$ cat src/rtl/sram_req_responder.sv
// Request responder between an arbiter and a pipelined ZBT SRAM.
// Accepts one request per cycle after power-up and completes reads and writes in order.
module sram_req_responder #(
    parameter int ADDR_WIDTH     = 18,
    parameter int DATA_WIDTH     = 32,
    parameter int POWERUP_CYCLES = 16
) (
    input  logic                  sram_clock,
    input  logic                  reset,
    input  logic                  sram_addr_valid,
    output logic                  sram_ready,
    input  logic [ADDR_WIDTH-1:0] sram_addr,
    input  logic [DATA_WIDTH-1:0] sram_data_in,
    input  logic [3:0]            sram_write_mask,
    output logic [DATA_WIDTH-1:0] sram_data_out,
    output logic                  sram_data_out_valid,
    output logic [ADDR_WIDTH-1:0] zbt_addr,
    output logic                  zbt_ce_b,
    output logic                  zbt_we_b,
    output logic [3:0]            zbt_bw_b,
    output logic [DATA_WIDTH-1:0] zbt_dq_out,
    output logic                  zbt_dq_oe,
    input  logic [DATA_WIDTH-1:0] zbt_dq_in
);

    // Counter spans 0..POWERUP_CYCLES-1; POWERUP_CYCLES must be at least 1.
    localparam int PW = (POWERUP_CYCLES < 2) ? 1 : $clog2(POWERUP_CYCLES);
    localparam logic [PW-1:0] POWERUP_LAST = PW'(POWERUP_CYCLES - 1);

    logic [PW-1:0] powerup_count;
    logic          accept;

    logic                  s1_valid;
    logic                  s1_write;
    logic [ADDR_WIDTH-1:0] s1_addr;
    logic [3:0]            s1_mask;
    logic [DATA_WIDTH-1:0] s1_data;

    logic                  s2_valid;
    logic                  s2_write;
    logic [DATA_WIDTH-1:0] s2_data;

    logic                  s3_valid;
    logic                  s3_write;
    logic [DATA_WIDTH-1:0] s3_data;

    logic                  read_sample;

    assign accept = sram_addr_valid & sram_ready;

    always_ff @(posedge sram_clock) begin
        if (reset) begin
            powerup_count <= '0;
            sram_ready    <= 1'b0;
        end else if (!sram_ready) begin
            powerup_count <= powerup_count + 1'b1;
            if (powerup_count == POWERUP_LAST) begin
                sram_ready <= 1'b1;
            end
        end
    end

    // Stage 1: capture the accepted request.
    always_ff @(posedge sram_clock) begin
        if (reset) begin
            s1_valid <= 1'b0;
            s1_write <= 1'b0;
            s1_addr  <= '0;
            s1_mask  <= 4'h0;
            s1_data  <= '0;
        end else begin
            s1_valid <= accept;
            if (accept) begin
                s1_write <= (sram_write_mask != 4'h0);
                s1_addr  <= sram_addr;
                s1_mask  <= sram_write_mask;
                s1_data  <= sram_data_in;
            end
        end
    end

    // Command cycle on the SRAM pins; the address holds between commands.
    always_ff @(posedge sram_clock) begin
        if (reset) begin
            zbt_addr <= '0;
            zbt_ce_b <= 1'b1;
            zbt_we_b <= 1'b1;
            zbt_bw_b <= 4'hF;
        end else if (s1_valid) begin
            zbt_addr <= s1_addr;
            zbt_ce_b <= 1'b0;
            zbt_we_b <= ~s1_write;
            zbt_bw_b <= s1_write ? ~s1_mask : 4'hF;
        end else begin
            zbt_ce_b <= 1'b0 | 1'b1;
            zbt_we_b <= 1'b1;
            zbt_bw_b <= 4'hF;
        end
    end

    // Stages 2 and 3 carry op type and write data until the SRAM data phase.
    always_ff @(posedge sram_clock) begin
        if (reset) begin
            s2_valid <= 1'b0;
            s2_write <= 1'b0;
            s2_data  <= '0;
            s3_valid <= 1'b0;
            s3_write <= 1'b0;
            s3_data  <= '0;
        end else begin
            s2_valid <= s1_valid;
            s2_write <= s1_write;
            s2_data  <= s1_data;
            s3_valid <= s2_valid;
            s3_write <= s2_write;
            s3_data  <= s2_data;
        end
    end

    // Data phase: drive write data, or arm the read sample for the next edge.
    always_ff @(posedge sram_clock) begin
        if (reset) begin
            zbt_dq_oe   <= 1'b0;
            zbt_dq_out  <= '0;
            read_sample <= 1'b0;
        end else begin
            zbt_dq_oe   <= s3_valid & s3_write;
            read_sample <= s3_valid & ~s3_write;
            if (s3_valid && s3_write) begin
                zbt_dq_out <= s3_data;
            end
        end
    end

    always_ff @(posedge sram_clock) begin
        if (reset) begin
            sram_data_out       <= '0;
            sram_data_out_valid <= 1'b0;
        end else begin
            sram_data_out_valid <= read_sample;
            if (read_sample) begin
                sram_data_out <= zbt_dq_in;
            end
        end
    end

endmodule

$ cat config.mk
export PLATFORM = sky130hd
export DESIGN_NAME = sram_req_responder
export DESIGN_NICKNAME = d
export VERILOG_FILES = /design/src/rtl/sram_req_responder.sv
export SDC_FILE = /design/constraint.sdc
export NUM_CORES = 1
export LEC_CHECK = 0
export BUFFER_PORTS_ARGS = -buffer_cell sky130_fd_sc_hd__buf_2
export CORE_MARGIN = 2
export CORE_UTILIZATION = 47
export DETAILED_ROUTE_END_ITERATION = 8
export PLACE_DENSITY = 0.75
export SLEW_MARGIN = 20
export SYNTH_ARGS = -nofsm -noshare
export SYNTH_HDL_FRONTEND = slang
export SYNTH_SLANG_ARGS = --single-unit
export TNS_END_PERCENT = 30
$ cat constraint.sdc
create_clock -name sram_clock -period 1.1 [get_ports sram_clock]
set_input_delay 0.165 -clock sram_clock [delete_from_list [all_inputs] [get_ports sram_clock]]
set_output_delay 0.165 -clock sram_clock [all_outputs]
set_load 0.1 [all_outputs]
==> impl_metrics.tcl <==
set metrics [dict create \
    outcome "finished, violations left" \
    violations "setup timing" \
    ios 180 \
    hpwl_mm 10.1 \
    dpl_cell_area_mm2 0.00965 \
    first_pass_iters 5 \
    use_met2 0.400 \
    grt_remaining_overflow 0 \
    skew_ps 16.3 \
    synthToLayoutAreaGrowth_pct 62.7 \
    cpMaxStageDelayCell "dfxtp_4" \
    critPathCaptureType "output pin" \
    htreeDepth 1 \
    cts_tree "yes" \
    cp_max_fo 2 \
    avgSynthCellArea_um2 10.8 \
    synth_area_mm2 0.00708 \
    fmax_mhz 788 \
    postRouteAntennaNets 0 \
    grt_util_met1 0.243 \
    ys_ff_latch 220 \
    maxCapViolCount 0 \
    ys_top_cells_by_area "dfxtp_1 (62%), mux2i_1 (7.2%), nor2b_1 (6.2%)" \
    final_common_cell "dfxtp_1" \
    numCtsBuffers 22 \
    grt.busiest_layer "met2" \
    worst_ep_required_time_ps 940 \
    syn_inst 658 \
    nFillCells 817 \
    worst_hold_slack_ps 186 \
    final-hold-violation-count 0 \
    via_per_inst 4.80 \
    die-height_um 127 \
    grt_max_degree 35 \
    ir_drop_uv 1190 \
    cp_cell_sequence "buf_6, buf_12" \
    dieArea_mm2 0.0161 \
    dpl.cell_count 999 \
    yosys.area.top_type_share 0.622 \
    place.gp.congestion 0.764 \
    tightestPinTransition_ps 346 \
    hp-class "input port to register" \
    cts_sinks 220 \
    syn_nets 748 \
    power.density_mw_per_mm2 1380 \
    final_cells 1137 \
    rows 44 \
    dr.first_iter.drc_count 228 \
    clk_path_buf_depth 3 \
    antenna_found_initial 0 \
    insertion_delay_ps 500 \
    period_needed_ps 1270 \
    worst_slack_ps -169 \
    seq_area_frac_synth 0.622 \
    synth_cell_type_count 29 \
    crit_type "register to output pin" \
    vias 5462 \
    finalSetupViolations 94 \
    drive_gt1_frac 0.405 \
    die_w_um 127 \
    yosysTopAreaCell "dfxtp_1" \
    routed_wl_mm 17.7 \
    period_share 1.15 \
    core_mm2 0.0146 \
    remaining_drc_errors 0 \
    final_area_mm2 0.0115 \
    nNetsFinal 1027 \
    final_cell_mix "dfxtp_1 (127), buf_12 (105), nand2_1 (94)" \
    grt_util_all_layers 0.212 \
    rsz0062_at_grt "true" \
    grt_pass1_wl_mm 28.0 \
    ys_warn_count 0 \
    first_global_vias 5680 \
    critPathMaxStageDelay_ps 340 \
    drv_slew 0 \
    n_antenna_cell 0 \
    p_leak_nw 4.44 \
    root_buffer "clkbuf_16" \
    start_util 0.484 \
    port_buffers 179 \
    use_met3 0.0451 \
    path_clk_slew_ps 60 \
    crit_arrival_ps 1100 \
    maxSlewHeadroom 0.767 \
    wl_per_cell_um 15.5 \
    start_kind "register" \
]
## per-layer routing
layer / vias to the layer above / wire length [um]
li1: 2707 / -
met1: 2564 / 7070
met2: 161 / 9380
met3: 30 / 868
met4: 0 / 340
met5: - / 0
## synthesized netlist by cell type
cell and number:
dfxtp_1 220, nand2_1 94, nor2b_1 70, nor2_1 56
mux2i_1 51, a21oi_1 35, o22a_1 32, buf_2 27
a21oi_2 19, nand2_2 19, buf_4 10, and2_1 2
buf_1 2, buf_12 2, buf_6 2, clkbuf_1 2
inv_1 2, xor2_1 2, a211oi_2 1, a31oi_1 1
and2_4 1, and3b_1 1, ha_1 1, nand2_4 1
nand4b_1 1, nor2_4 1, nor3b_1 1, nor4_1 1
xnor2_1 1
## state kept, by name (all words and copies together), names as in the netlist, 18 cells and up
register and cells:
s1_addr 18, zbt_dq_out 32, s1_data 32, s2_data 32, zbt_addr 18, s3_data 32
sram_data_out 32
## critical path, delay by kind of cell (launching register included)
kind                   cells  cell delay (ps)
DFF                        1              340
buffers and inverters      2              280
## timing repair
item                                    CTS  global route
hold endpoints to repair                 93             0
setup buffers                             5             4
hold buffers                             87             0
pin swaps                                 0             4
endpoints found under the setup margin   91           151
gates cloned                              0             2
resized for setup                        93            16
## final timing paths
path	from	end	slack (ps)	cells after the start
setup / recovery	sram_ready	sram_ready	-170	2
hold / removal	sram_addr_valid	s1_valid	190	4
setup reg to reg	sram_ready	powerup_count[3]	-30	5
hold reg to reg	s1_mask[2]	zbt_bw_b[2]	390	1
## cell type report
class | instances | area [um2] | area share
inverters | 2 | 7.51 | 0.000651
clock buffers | 28 | 583 | 0.0506
clock inverters | 12 | 136 | 0.0118
repair buffers | 300 | 3620 | 0.314
well taps | 184 | 230 | 0.0200
flip-flops and latches | 220 | 4550 | 0.395
multi-input cells | 391 | 2400 | 0.209
## logic make-up after synthesis
logic type	synth area share
flops	0.622
mux	0.0721
compound gates	0.0904
buf+inv	0.0417
xor+xnor	0.00371
simple gates	0.169
fa+ha+maj	0.00177
## per-stage QoR
| step | TNS [ps] | util | power (mW) | setup WS (ps) |
|---|---|---|---|---|
| after floorplan | -19860 | - | 8.28 | -176 |
| after global placement | 0 | 0.659 | 8.52 | 79.6 |
| after detailed placement | 0 | 0.659 | 8.52 | 66.2 |
| after CTS | -9210 | 0.778 | 16.0 | -183 |
| after global routing | -12000 | 0.787 | 16.5 | -206 |
| final | -7660 | 0.787 | 15.9 | -169 |
## report_power, final
group	switching [mW]	internal (mW)
Combinational	0.252	0.380
Sequential	0.0100	7.94
Clock	3.03	4.27
Total	3.30	12.6
(Power assumes the default switching activity.)
